==> config.mk <==
export PLATFORM = sky130hd
export DESIGN_NAME = uart_tx_serializer
export DESIGN_NICKNAME = d
export VERILOG_FILES = /design/src/rtl/uart_tx_serializer.sv
export SDC_FILE = /design/constraint.sdc
export NUM_CORES = 1
export LEC_CHECK = 0
export BUFFER_PORTS_ARGS = -buffer_cell sky130_fd_sc_hd__buf_2
export CAP_MARGIN = 20
export CORE_MARGIN = 1.5
export CORE_UTILIZATION = 35
export DETAILED_ROUTE_END_ITERATION = 6
export GPL_ROUTABILITY_DRIVEN = 0
export SLEW_MARGIN = 20
export SYNTH_ARGS = -nofsm -noshare
export SYNTH_HDL_FRONTEND = slang
export SYNTH_SLANG_ARGS = --single-unit
==> constraint.sdc <==
create_clock -name clk -period 1.9 [get_ports clk]
set_input_delay 0.19 -clock clk [delete_from_list [all_inputs] [get_ports clk]]
set_output_delay 0.19 -clock clk [all_outputs]
set_load 0.01 [all_outputs]
==> src/rtl/uart_tx_serializer.sv <==
// UART 8N1 transmitter with internal 16x baud tick; optional even parity bit
// enabled by defining UART_TX_PARITY_EN.
module uart_tx_serializer #(
    parameter int DBIT     = 8,
    parameter int SB_TICK  = 16,
    parameter int BAUD_DIV = 326
) (
    input  logic            clk,
    input  logic            reset,
    input  logic            tx_start,
    input  logic [DBIT-1:0] din,
    output logic            tx,
    output logic            tx_done_tick,
    output logic            busy
);
    localparam int CW = (BAUD_DIV > 1) ? $clog2(BAUD_DIV) : 1;
    localparam int NW = (DBIT > 1) ? $clog2(DBIT) : 1;

    localparam logic [2:0] IDLE   = 3'd0;
    localparam logic [2:0] START  = 3'd1;
    localparam logic [2:0] DATA   = 3'd2;
    localparam logic [2:0] PARITY = 3'd3;
    localparam logic [2:0] STOP   = 3'd4;

    logic [2:0]      state;
    logic [CW-1:0]   baud_cnt;
    logic            tick;
    logic [3:0]      s;
    logic [NW-1:0]   n;
    logic [DBIT-1:0] b;
    logic [DBIT-1:0] b_shift;
    logic            accept;

    assign tick    = (baud_cnt == CW'(BAUD_DIV - 1));
    assign accept  = (state == IDLE) && tx_start;
    assign b_shift = b >> 1;
    assign busy    = (state != IDLE);

    // Restarted on acceptance so the first tick lands BAUD_DIV cycles after the start edge.
    always_ff @(posedge clk) begin
        if (reset || accept || tick) baud_cnt <= '0;
        else                         baud_cnt <= baud_cnt + 1'b1;
    end

`ifdef UART_TX_PARITY_EN
    logic par;
    always_ff @(posedge clk) begin
        if (reset)       par <= 1'b0;
        else if (accept) par <= ^din;
    end
`endif

    // tx is loaded together with the state change so it is a clean register output.
    always_ff @(posedge clk) begin
        if (reset) begin
            state        <= IDLE;
            s            <= '0;
            n            <= '0;
            b            <= '0;
            tx           <= 1'b1;
            tx_done_tick <= 1'b0;
        end else begin
            tx_done_tick <= 1'b0;
            case (state)
                IDLE: begin
                    tx <= 1'b1;
                    if (tx_start) begin
                        b     <= din;
                        s     <= '0;
                        tx    <= 1'b0;
                        state <= START;
                    end
                end
                START: if (tick) begin
                    if (s == 4'd15) begin
                        s     <= '0;
                        n     <= '0;
                        tx    <= b[0];
                        state <= DATA;
                    end else s <= s + 1'b1;
                end
                DATA: if (tick) begin
                    if (s == 4'd15) begin
                        s <= '0;
                        b <= b_shift;
                        if (n == NW'(DBIT - 1)) begin
`ifdef UART_TX_PARITY_EN
                            tx    <= par;
                            state <= PARITY;
`else
                            tx    <= 1'b1;
                            state <= STOP;
`endif
                        end else begin
                            n  <= n + 1'b1;
                            tx <= b_shift[0];
                        end
                    end else s <= s + 1'b1;
                end
`ifdef UART_TX_PARITY_EN
                PARITY: if (tick) begin
                    if (s == 4'd15) begin
                        s     <= '0;
                        tx    <= 1'b1;
                        state <= STOP;
                    end else s <= s + 1'b1;
                end
`endif
                STOP: if (tick) begin
                    if (s == 4'(SB_TICK - 1)) begin
                        s            <= '0;
                        tx_done_tick <= 1'b1;
                        state        <= IDLE;
                    end else s <= s + 1'b1;
                end
                default: begin
                    tx    <= 1'b1;
                    state <= IDLE;
                end
            endcase
        end
    end
endmodule

Yosys cells after proc, flatten, opt, wreduce, memory -nomap -nowiden
Index checks and enable logic that the tools add are counted.

Bitwise operators: 2. Reductions and logical operators: 15. Add/subtract/negate cells: 3. Multiplexer cells: 29. Equal/unequal tests: 16.

Operator list (number): 2-to-1 mux 3 bit (11); 2-to-1 mux 8 bit (3); inequality test 2 bit, second input constant (9); one-hot mux 8 bit (2 select lines) (1); 2-to-1 mux 4 bit (3); one-hot mux 3 bit (4 select lines) (1); adder 9 x 1 -> 9 bit, second input constant (1); equality test 9 bit, second input constant (1); one-hot mux 4 bit (2 select lines) (1); AND reduction 8 bit (1); 2-to-1 mux 1 bit (7); equality test 3 bit, second input constant (2); one-hot mux 3 bit (2 select lines) (1); AND reduction 6 bit (1); nonzero test 2 bit (3); OR reduction 3 bit (2); AND reduction 5 bit (1); adder 4 x 1 -> 4 bit, second input constant (1); equality test 4 bit, second input constant (1); one-hot mux 1 bit (4 select lines) (1); AND reduction 4 bit (1); adder 3 x 1 -> 3 bit, second input constant (1); equality test 3 x 1 -> 1 bit, second input constant (1); equality test 3 x 2 -> 1 bit, second input constant (1); 7 further kinds (9).

Register bits after elaboration: 29. Input bits: 11.

Longest topological paths before layout
Gate-level depths: netlist of the first run.

Depth in word-level cells: 5. Mapped depth: 7. Mapped depth without buffers: 6.

Worst setup path before layout of the first run
OpenSTA, ideal clock, no wires.

Kind: register -> register. Start: reg n[0]. End: reg n[0]. Arrival time: 1.557 ns. Path buffers: 0. Data required time: 1.779 ns. Setup time: 0.121 ns. Setup slack: 0.222 ns. Cell stages (with the launch flop): 7. Cells stage by stage: dfxtp_1 -> ha_1 -> ha_1 -> or3b_1 -> a21oi_1 -> a21oi_1 -> mux2_2.

Longest elaborated chain between the ends: 5. Elaborated cells between the ends (all ways): 8. Classes of those cells: 1 x add/sub; 2 x eq/ne; 4 x mux; 1 x reduce/logical.

RTL lines: from (decl) (RTL line 29) `logic [NW-1:0] n;`; from (signal assigned) (RTL line 95) `n <= n + 1'b1;`; adder 3 x 1 -> 3 bit (RTL line 95); 2-to-1 mux 3 bit (RTL line 86) `if (n == NW'(DBIT - 1)) begin`; 2-to-1 mux 3 bit (RTL line 83) `if (s == 4'd15) begin`; 2-to-1 mux 3 bit (RTL line 82) `DATA: if (tick) begin`; one-hot mux 3 bit (2 select lines) (RTL line 64) `case (state)`.

Parallel ways exist; a longest one is shown, timed or not. The select of a mux whose other input is x is not followed. A chain may end at the register's enable or synchronous reset.

Final worst setup path of the first run
Start: reg s[0]. End: reg n[0].

Longest elaborated chain between the ends: 3. Elaborated cells between the ends (all ways): 4. Classes of those cells: 3 x eq/ne; 1 x reduce/logical.

RTL lines: from (decl) (RTL line 28) `logic [3:0] s;`; from (signal assigned) (RTL line 80) `end else s <= s + 1'b1;`; from (signal assigned) (RTL line 98) `end else s <= s + 1'b1;`; from (signal assigned) (RTL line 114) `end else s <= s + 1'b1;`; equality test 4 bit * (RTL line 75, 83); inequality test 2 bit (no source line); AND reduction 6 bit (no source line) *.

Every way passes the cells marked *; elsewhere a longest branch is shown, timed or not.

==> PnR_summary.wiki, run 1 <==
{| class="wikitable"
! Metric !! Value
|-
| Pwr/cell area || around 720 mW/mm²
|-
| Total GRT Usage || 0.1487
|-
| CP Max Fanout || 7
|-
| Setup slack after layout || 0.1433 ns
|-
| Detailed-route vias per instance || about 5.3
|-
| Maximum frequency from static timing analysis || 569.2 MHz
|-
| Clock sink count || 29
|-
| Arrival time of the worst setup path || 1.93 ns
|-
| RSZ-0062 raised after global routing || no
|-
| Portion of total power attributed to combinational logic || 0.080
|-
| Placement Setup Slack || between 0.08 and 0.09 ns
|-
| Number of flops mapped to enable cells by yosys || 0
|-
| Top-Level Pins || 14
|-
| Detailed-route via count || around 1.2k
|-
| Netlist area before placement || 0.001498 mm²
|-
| Number of buffers created by CTS || 5
|-
| DRC Markers || 0
|-
| Count of routing violations after the opening detailed-route iteration || 40
|-
| Die height || 68.42 µm
|-
| Switching component of the power || 0.0003057 W
|-
| Number of instances in the synthesized netlist || 156
|-
| Antenna viol nets, final || 0
|-
| Proportion of netlist area held by the largest area contributor || 0.3876
|-
| Clock tree root buffer cell || clkbuf_8
|-
| Largest cells by area after synthesis || dfxtp_1 39%, mux2i_1 5.3%, nand4b_1 5.3%
|-
| Internal power component || 0.0009231 W
|-
| Final max-slew violation count || 0
|-
| Fraction of layout instances using a drive strength above 1 || 0.2035
|-
| Area overhead of the layout relative to synthesis || 13.20%
|-
| Total Routed Length || ~3000 µm
|-
| CTS max path bufs || 2
|-
| DPL Wire Length || 2172 µm
|-
| # port buffers || 13
|-
| Data required time of the critical path || 2.07 ns
|-
| Post-Syn Area per Cell || between 9 and 10 µm²
|-
| Dominant cell type by area after synthesis || dfxtp_1
|-
| Number of antenna violations at the first check in global routing || 0
|-
| Maximum number of pins on one net before global-route repair || 27
|-
| Clock slew at the register clock pins of the worst setup and hold paths || 0.06 ns
|-
| Design Area, Final || 0.001695 mm²
|-
| Clock latency on the worst-skew pair || 0.28 ns
|-
| Initial standard-cell utilization of the core || 0.3691
|-
| Worst slew pin tran || about 0.42 ns
|-
| Number of global-route vias before repair || 1140
|-
| Clock period minus final worst setup slack || 1.757 ns
|-
| Total negative slack || 0 ns
|-
| First-pass GRT wire length || 5030 µm
|-
| Highest ir drop seen on vdd || 0.3008 mV
|-
| Max-cap check violation count || 0
|-
| Die outline area || ~0.0047 mm²
|-
| Period utilization || 0.9246
|-
| Hold buffers post-CTS || 0
|-
| Switching Share || 0.2488
|-
| Sequential cell area fraction in the yosys report || 0.3876
|-
| Run status || complete, no violations
|-
| Total global routing overflow || 0
|-
| Number of warnings reported in the yosys synthesis log || 0
|-
| Async set-reset flop share out of synthesis || 0
|-
| Type of element capturing the critical path || flip-flop
|-
| Area of the core || 0.004058 mm²
|-
| Final hold violation count || 0
|-
| Clock skew || about 0.009 ns
|-
| Part of the power in the clock network || 0.393
|-
| Share of total power in sequential cells || 0.527
|-
| Net count reported at finish || 187
|-
| Pre-Repair DR Iteration Count || 4
|-
| Ant diodes || 0
|-
| Startpoint class of the critical path || flip-flop
|-
| Most frequent cell after synthesis || dfxtp_1
|-
| Flops & latches, synth || 29
|-
| Die X-Extent || 68.42 µm
|-
| Synth Net Count || around 170
|-
| Max-slew headroom at the worst pin || 0.7136
|-
| Type of the setup path with the least slack || reg2reg
|-
| Count of different cell masters after synthesis || 39
|-
| Pwr Total || between 0.001 and 0.0015 W
|-
| Commonest cells in the synthesized netlist || 29 x dfxtp_1, 12 x nor2_1, 11 x a21oi_1
|-
| Class of the worst hold path || in2reg
|-
| Final setup violating endpoints || 0
|-
| Commonest register cell after synthesis || dfxtp_1
|-
| Leakage power || 0.6299 nW
|-
| Floorplan row count || 23
|-
| Clock tree from TritonCTS || built
|-
| Post-DR wirelength/cell || between 10 and 15 µm
|-
| FILL cells || 403
|-
| Placed Instance Area || 0.001602 mm²
|-
| Number of H-tree branching levels || 2
|}
-- path summary, 6_finish.rpt --
kind	cells after the start	slack (ns)	startpoint	end
worst max-delay path	5	0.14	s[0]$_SDFFE_PP0P_	n[0]$_SDFFE_PP0P_
worst min-delay path	3	0.17	din[7]	b[7]$_SDFFE_PP0P_
worst max register to register	5	0.14	s[0]$_SDFFE_PP0P_	n[0]$_SDFFE_PP0P_
worst min register to register	1	0.46	tx$_SDFFE_PP1P_	tx$_SDFFE_PP1P_
-- worst max-delay path, stage by stage, from the launching register on --
cell     delay [ns]
dfxtp_1        0.39
ha_1           0.23
and3_1         0.23
and3_1         0.35
a21oi_1        0.17
mux2_2         0.29
-- registers in the layout, indices dropped and copies added, names as in the netlist --
signal,cells
state,3
n,3
b,8
s,4
tx,1
baud_cnt,9
tx_done_tick,1
-- layer usage --
layer  vias up  global-route usage  part of all wire
met5         -                   0                 0
met4         0             0.08000             0.017
met3         5             0.05428             0.043
met2        25              0.2404              0.47
met1       539              0.1693              0.47
li1        604                   -                 -
-- cell families (layout without fill, tap and decap cells) --
group | count (synthesis) | in the layout | share of synthesized area
adder cells (fa/ha/maj) | 5 | 5 | 0.04177
multiplexers | 11 | 11 | 0.07602
flip-flops | 29 | 29 | 0.3876
XOR/XNOR | 8 | 8 | 0.04679
AO/OA/AOI/OAI | 32 | 32 | 0.1403
buffers and inverters | 12 | 28 | 0.03843
AND/OR/NAND/NOR | 59 | 59 | 0.2690
-- metrics by stage --
stage,hold WS (ns),cells,util
2_1_floorplan,0.3305,156,-
3_3_place_gp,0.4446,213,0.3947
3_5_place_dp,0.4509,213,0.3947
4_1_cts,0.1544,221,0.4150
5_1_grt,0.1711,222,0.4178
6_report,0.1655,222,0.4178
-- layout make-up --
type,count,area [µm²],area share
Clock inverter,2,10.01,0.005904
Inverter,3,11.26,0.006642
Timing Repair Buffer,17,95.09,0.05609
Tap cell,50,62.56,0.03690
Multi-Input combinational cell,115,863.3,0.5092
Clock buffer,6,72.57,0.04280
Sequential cell,29,580.6,0.3424
-- power by group through the flow --
stage	clock network [W]	logic, W	registers (W)
6_report	0.000483	0.0000980	0.000648
5_1_grt	0.000528	0.000110	0.000651
4_1_cts	0.000500	0.0000980	0.000647
3_5_place_dp	0	0.0000976	0.000661
3_3_place_gp	0	0.0000939	0.000659
2_1_floorplan	0	0.0000746	0.000653
-- timing repair --
action	CTS	global route
endpoints found under the setup margin	0	10
resized for setup	0	1
setup buffers	0	1
-- cell usage in the layout (no fill, tap or decap), types with 5 or more instances in the layout --
cell type,Yosys,layout
nor2_1,12,12
dfxtp_1,29,29
o31ai_1,7,7
nand3_1,5,5
nand4b_1,9,9
ha_1,5,5
buf_2,4,13
xor2_1,7,7
a21oi_1,11,10
clkbuf_8,0,5
mux2i_1,8,8
Power figures use the tool's default switching activity.
==> inputs of run 2 (changes only) <==
GPL_TIMING_DRIVEN = 0   (was default)
==> run 2 against run 1 <==
Cell count rose by 1.8%. Die area is the same. Final area is 1.8% higher. Non-clock buffer count grew 4. Sequential share of layout area is 0.60 points lower. Clock skew increased by 0.00061 ns. Via count rose by 4.9%. Clock power rose by 15%. Worst hold slack worse by 0.0094 ns. Maximum frequency shrank 2.9%. Clock-buffer cell count grew 1. Register-to-register slack worse by 0.05 ns. Largest cell class unchanged.
==> PnR_summary.wiki, run 2 (synthesis gave the netlist of run 1 again) <==
{| class="wikitable"
! Metric !! Value
|-
| Run status || complete, no violations (unchanged)
|-
| DPL Wire Length || 2315 µm (was 2172 µm)
|-
| Pwr Total || 0.001306 W (was 0.001229 W)
|-
| Register ranked first by flip-flop count || baud_cnt (unchanged)
|-
| Die height || 68.42 µm (unchanged)
|-
| Total global routing overflow || 0 (unchanged)
|-
| Commonest cells after routing, fill and taps aside || 29 x dfxtp_1, 16 x buf_2, 12 x nor2_1 (was 29 x dfxtp_1, 13 x buf_2, 12 x nor2_1)
|-
| CP Max Fanout || 5 (was 7)
|-
| Leakage power || 0.6484 nW (was 0.6299 nW)
|-
| Area of the core || 0.004058 mm² (unchanged)
|-
| Area overhead of the layout relative to synthesis || 15.20% (was 13.20%)
|-
| Die X-Extent || 68.42 µm (unchanged)
|-
| Type of the setup path with the least slack || reg2reg (unchanged)
|-
| CTS max path bufs || 2 (unchanged)
|-
| Area taken by multi-input logic gates || 863.3 µm² (unchanged)
|-
| Arrival time of the worst setup path || 1.98 ns (was 1.93 ns)
|-
| RSZ-0062 raised after global routing || no (unchanged)
|-
| Initial standard-cell utilization of the core || 0.3691 (unchanged)
|-
| Detailed-route via count || 1231 (was 1173)
|-
| Final max-slew violation count || 0 (unchanged)
|-
| Class of the worst hold path || in2reg (unchanged)
|-
| Part of the power in the clock network || 0.424 (was 0.393)
|-
| Fraction of layout instances using a drive strength above 1 || 0.2102 (was 0.2035)
|-
| Internal power component || 0.0009996 W (was 0.0009231 W)
|-
| Type of element capturing the critical path || flip-flop (unchanged)
|-
| Max-cap check violation count || 0 (unchanged)
|-
| Clock sink count || 29 (unchanged)
|-
| Number of buffers created by CTS || 5 (unchanged)
|-
| Total negative slack || 0 ns (unchanged)
|-
| Highest ir drop seen on vdd || 0.2799 mV (was 0.3008 mV)
|-
| Launching point of the worst reg2reg path || n[0]$_SDFFE_PP0P_ (was s[0]$_SDFFE_PP0P_)
|-
| Startpoint of the worst setup timing path || n[0]$_SDFFE_PP0P_ (was s[0]$_SDFFE_PP0P_)
|-
| Clock period minus final worst setup slack || 1.809 ns (was 1.757 ns)
|-
| Maximum frequency from static timing analysis || 552.8 MHz (was 569.2 MHz)
|-
| Die outline area || 0.004681 mm² (unchanged)
|-
| Ant diodes || 0 (unchanged)
|-
| Number of flip-flops in the largest register || 9 (unchanged)
|-
| Number of global-route vias before repair || 1120 (was 1140)
|-
| Startpoint class of the critical path || flip-flop (unchanged)
|-
| Portion of total power attributed to combinational logic || 0.083 (was 0.080)
|-
| Clock latency on the worst-skew pair || 0.28 ns (about the same)
|-
| FILL cells || 394 (was 403)
|-
| Number of antenna violations at the first check in global routing || 0 (unchanged)
|-
| First-pass GRT wire length || 5064 µm (was 5030 µm)
|-
| Count of routing violations after the opening detailed-route iteration || 54 (was 40)
|-
| Biggest registers after layout || baud_cnt (9), b (8), s (4) (unchanged)
|-
| Total GRT Usage || 0.1493 (was 0.1487)
|-
| Post CTS Setup Buffer Count || 0 (unchanged)
|-
| Total Routed Length || 3170 µm (was 3022 µm)
|-
| Period utilization || 0.9520 (was 0.9246)
|-
| Detailed-route vias per instance || 5.447 (was 5.284)
|-
| Hold buffers post-CTS || 0 (unchanged)
|-
| Maximum number of pins on one net before global-route repair || 11 (was 27)
|-
| Most common cell after layout, fill and taps aside || dfxtp_1 (unchanged)
|-
| Clock tree root buffer cell || clkbuf_8 (unchanged)
|-
| Final hold violation count || 0 (unchanged)
|-
| Origin of the worst min-delay path || din[7] (unchanged)
|-
| Switching component of the power || 0.0003059 W (was 0.0003057 W)
|-
| Post-CTS resize count || 0 (unchanged)
|-
| Net count reported at finish || 191 (was 187)
|-
| # port buffers || 12 (was 13)
|-
| Worst slew pin tran || 0.4607 ns (was 0.4243 ns)
|-
| Pre-Repair DR Iteration Count || 4 (unchanged)
|-
| Data required time of the critical path || 2.07 ns (about the same)
|-
| Number of H-tree branching levels || 2 (unchanged)
|-
| Switching Share || 0.2343 (was 0.2488)
|-
| Post-DR wirelength/cell || 14.03 µm (was 13.61 µm)
|-
| Clock slew at the register clock pins of the worst setup and hold paths || 0.06 ns (about the same)
|-
| Area taken by flip-flops and latches || 580.6 µm² (unchanged)
|-
| Clock skew || 0.009646 ns (was 0.009034 ns)
|-
| Top-Level Pins || 14 (unchanged)
|-
| Final setup violating endpoints || 0 (unchanged)
|-
| Floorplan row count || 23 (unchanged)
|-
| Max-slew headroom at the worst pin || 0.6928 (was 0.7136)
|-
| Antenna viol nets, final || 0 (unchanged)
|-
| Share of total power in sequential cells || 0.493 (was 0.527)
|-
| Pwr/cell area || 756.7 mW/mm² (was 724.8 mW/mm²)
|-
| Clock tree from TritonCTS || built (unchanged)
|-
| DRC Markers || 0 (unchanged)
|}
## run 2: cell types whose count changed in the layout (fill, tap and decap cells not counted), sizes merged
cell / change
clkinv: -1
clkbuf: +4
buf: +1
## run 2: layout make-up
class | count | share of cell area
Clock buffer | 7 | 0.05584
Sequential cell | 29 | 0.3365
Buffer | 9 | 0.02683
Clock inverter | 1 | 0.002901
Multi-Input combinational cell | 115 | 0.5004
Inverter | 3 | 0.006526
Tap cell | 50 | 0.03626
Timing Repair Buffer | 12 | 0.03481
## run 2: through the flow
step	cell area [µm²]	utilization	hold WS (ns)	instances	worst slack [ns]
finish	1725	0.4252	0.1561	226	0.09112
CTS	1722	0.4243	0.1441	226	0.04712
floorplan	1498	-	0.3305	156	0.2219
detailed placement	1620	0.3993	0.4467	218	0.05726
global placement	1620	0.3993	0.4448	218	0.1097
global route	1725	0.4252	0.1563	226	0.01123
## run 2: worst paths after layout
| check | endpoint | slack (ns) | cells past startpoint |
|---|---|---|---|
| min | b[7]$_SDFFE_PP0P_ | 0.16 | 3 |
| min reg2reg | tx$_SDFFE_PP1P_ | 0.46 | 1 |
| max reg2reg | n[0]$_SDFFE_PP0P_ | 0.09 | 6 |
| max | n[0]$_SDFFE_PP0P_ | 0.09 | 6 |
## run 2: worst max-delay path: stages (launching register included)
cell     delay, ns
dfxtp_1       0.32
ha_1          0.19
ha_1          0.27
or3b_1        0.37
a21oi_1       0.14
a21oi_1       0.12
mux2_2        0.29
## run 2: power by group through the flow
stage	sequential [W]	combinational (W)	clock [W]
floorplan	0.000653	0.0000746	0
global placement	0.000656	0.000102	0
detailed placement	0.000657	0.000108	0
CTS	0.000643	0.000108	0.000572
global route	0.000647	0.000120	0.000600
finish	0.000644	0.000108	0.000554
## run 2: routing by layer
layer	wire length, µm	part of all wire	global-route usage
met2	1472	0.46	0.2284
met4	54	0.017	0.06250
met3	147	0.046	0.05921
met1	1496	0.47	0.1851
met5	0	0	0
==> inputs of run 3 (changes only) <==
CELL_PAD_IN_SITES_DETAIL_PLACEMENT = 0   (was default)
CELL_PAD_IN_SITES_GLOBAL_PLACEMENT = 1   (was default)
PLACE_DENSITY_LB_ADDON = 0.05   (was default)
==> run 3 against run 2 <==
Setup slack improved by 0.010 ns. Clock power decreased by 13%. Sequential share of layout area shrank 0.12 points. Sequential power is essentially flat. Critical path type unchanged. Largest cell class unchanged.
==> PnR_summary.wiki, run 3 (synthesis gave the netlist of run 1 again) <==
{| class="wikitable"
! Metric !! Value
|-
| Top-Level Pins || 14 (unchanged)
|-
| Max-slew headroom at the worst pin || 0.6387 (was 0.6928)
|-
| DPL Wire Length || 2337 µm (was 2315 µm)
|-
| Register ranked first by flip-flop count || baud_cnt (unchanged)
|-
| Area overhead of the layout relative to synthesis || 15.62% (was 15.20%)
|-
| Internal reg-to-reg setup slack || 0.10 ns (was 0.09 ns)
|-
| # port buffers || 12 (unchanged)
|-
| Clock tree from TritonCTS || built (unchanged)
|-
| Pwr Total || 0.001240 W (was 0.001306 W)
|-
| Total negative slack || 0 ns (unchanged)
|-
| Clock slew at the register clock pins of the worst setup and hold paths || 0.06 ns (about the same)
|-
| Launching point of the worst reg2reg path || baud_cnt[0]$_SDFF_PP0_ (was n[0]$_SDFFE_PP0P_)
|-
| Area of the core || 0.004058 mm² (unchanged)
|-
| Count of routing violations after the opening detailed-route iteration || 70 (was 54)
|-
| Clock latency on the worst-skew pair || 0.28 ns (about the same)
|-
| Final max-slew violation count || 0 (unchanged)
|-
| Clock sink count || 29 (unchanged)
|-
| Clock skew || 0.004179 ns (was 0.009646 ns)
|-
| Number of flip-flops in the largest register || 9 (unchanged)
|-
| Die X-Extent || 68.42 µm (unchanged)
|-
| Arrival time of the worst setup path || 1.96 ns (was 1.98 ns)
|-
| Hold buffers post-CTS || 0 (unchanged)
|-
| Final setup violating endpoints || 0 (unchanged)
|-
| Fraction of layout instances using a drive strength above 1 || 0.2147 (was 0.2102)
|-
| End of the worst register-to-register path || n[0]$_SDFFE_PP0P_ (unchanged)
|-
| Maximum number of pins on one net before global-route repair || 11 (unchanged)
|-
| Number of antenna violations at the first check in global routing || 0 (unchanged)
|-
| Smallest hold slack || 0.1840 ns (was 0.1561 ns)
|-
| Number of H-tree branching levels || 2 (unchanged)
|-
| Maximum frequency from static timing analysis || 555.9 MHz (was 552.8 MHz)
|-
| Initial standard-cell utilization of the core || 0.3691 (unchanged)
|-
| Detailed-route vias per instance || 5.467 (was 5.447)
|-
| Max-cap check violation count || 0 (unchanged)
|-
| R2R depth || 6 (unchanged)
|-
| Post-DR wirelength/cell || 14.92 µm (was 14.03 µm)
|-
| Detailed-route via count || 1241 (was 1231)
|-
| Ant diodes || 0 (unchanged)
|-
| Highest ir drop seen on vdd || 0.3215 mV (was 0.2799 mV)
|-
| DRC Markers || 0 (unchanged)
|-
| Startpoint of the worst setup timing path || baud_cnt[0]$_SDFF_PP0_ (was n[0]$_SDFFE_PP0P_)
|-
| Net count reported at finish || 192 (was 191)
|-
| Most common cell after layout, fill and taps aside || dfxtp_1 (unchanged)
|-
| Floorplan row count || 23 (unchanged)
|-
| Worst slew pin tran || 0.5420 ns (was 0.4607 ns)
|-
| Leakage power || 0.6432 nW (was 0.6484 nW)
|-
| Number of global-route vias before repair || 1166 (was 1120)
|-
| Total global routing overflow || 0 (unchanged)
|-
| Run status || complete, no violations (unchanged)
|-
| Die outline area || 0.004681 mm² (unchanged)
|-
| Final hold violation count || 0 (unchanged)
|-
| Die height || 68.42 µm (unchanged)
|-
| CTS max path bufs || 2 (unchanged)
|-
| Startpoint class of the critical path || flip-flop (unchanged)
|-
| Pwr/cell area || 716.1 mW/mm² (was 756.7 mW/mm²)
|-
| Type of the setup path with the least slack || reg2reg (unchanged)
|-
| Period utilization || 0.9468 (was 0.9520)
|-
| Type of element capturing the critical path || flip-flop (unchanged)
|-
| RSZ-0062 raised after global routing || no (unchanged)
|-
| Total Routed Length || 3386 µm (was 3170 µm)
|-
| Number of buffers created by CTS || 5 (unchanged)
|-
| Worst hold path cell count || 3 (unchanged)
|-
| CP Max Fanout || 7 (was 5)
|-
| Antenna viol nets, final || 0 (unchanged)
|-
| Clock tree root buffer cell || clkbuf_8 (unchanged)
|-
| Pre-Repair DR Iteration Count || 4 (unchanged)
|-
| Total GRT Usage || 0.1626 (was 0.1493)
|-
| First-pass GRT wire length || 5561 µm (was 5064 µm)
|-
| Endpoint of the most critical setup path || n[0]$_SDFFE_PP0P_ (unchanged)
|-
| Biggest registers after layout || baud_cnt (9), b (8), s (4) (unchanged)
|-
| Class of the worst hold path || in2reg (unchanged)
|-
| Clock period minus final worst setup slack || 1.799 ns (was 1.809 ns)
|-
| Data required time of the critical path || 2.06 ns (was 2.07 ns)
|-
| Commonest cells after routing, fill and taps aside || 29 x dfxtp_1, 16 x buf_2, 12 x nor2_1 (unchanged)
|}
-- run 3: worst min-delay path by stage --
stage	to	slack (ns)	startpoint
after floorplan	b[7]$_SDFFE_PP0P_	0.33	din[7]
after global placement	tx$_SDFFE_PP1P_	0.45	tx$_SDFFE_PP1P_
after detailed placement	tx$_SDFFE_PP1P_	0.46	tx$_SDFFE_PP1P_
after CTS	b[7]$_SDFFE_PP0P_	0.16	din[7]
after global routing	b[7]$_SDFFE_PP0P_	0.16	din[7]
final	b[7]$_SDFFE_PP0P_	0.18	din[7]
-- run 3: per-stage QoR --
| stage | instances | setup slack, ns | area [µm²] | utilization |
|---|---|---|---|---|
| floorplan | 156 | 0.2219 | 1498 | - |
| global placement | 218 | 0.06812 | 1620 | 0.3993 |
| detailed placement | 218 | 0.01241 | 1620 | 0.3993 |
| CTS | 226 | 0.01071 | 1703 | 0.4197 |
| global route | 227 | 0.01790 | 1732 | 0.4268 |
| finish | 227 | 0.1012 | 1732 | 0.4268 |
-- run 3: cell type report --
cell class | instances | area (µm²)
clock buffers | 6 | 72.57
inverters | 3 | 11.26
flip-flops and latches | 29 | 580.6
repair buffers | 13 | 67.56
clock inverters | 2 | 10.01
well taps | 50 | 62.56
multi-input cells | 115 | 880.8
fillers | 429 | 2326
plain buffers | 9 | 46.29
-- run 3: repair_timing --
item                                    4_1_cts  5_1_grt
setup buffers                                 0        1
endpoints found under the setup margin        0        6
gates resized for setup                       0        4
-- run 3: per-layer routing --
layer  vias to the layer above  global-route usage  share of wire  routed length [µm]
met5                         -                   0              0                   0
met4                         0             0.05250          0.010                  34
met3                         4             0.04934          0.043                 145
met2                        21              0.2524           0.45                1523
met1                       596              0.2139           0.50                1683
li1                        620                   -              -                   -
-- run 3: power by group --
part	internal, W	total (W)	switching, W
sequential	0.000628	0.000644	0.0000159
combinational	0.0000467	0.000113	0.0000665
clock	0.000253	0.000483	0.000230
-- run 3: worst max-delay path, cell delays in order, from the launching register on --
cell,delay [ns]
dfxtp_1,0.43
ha_1,0.19
and4b_1,0.26
and3_1,0.17
buf_2,0.20
a21oi_1,0.14
mux2_2,0.29
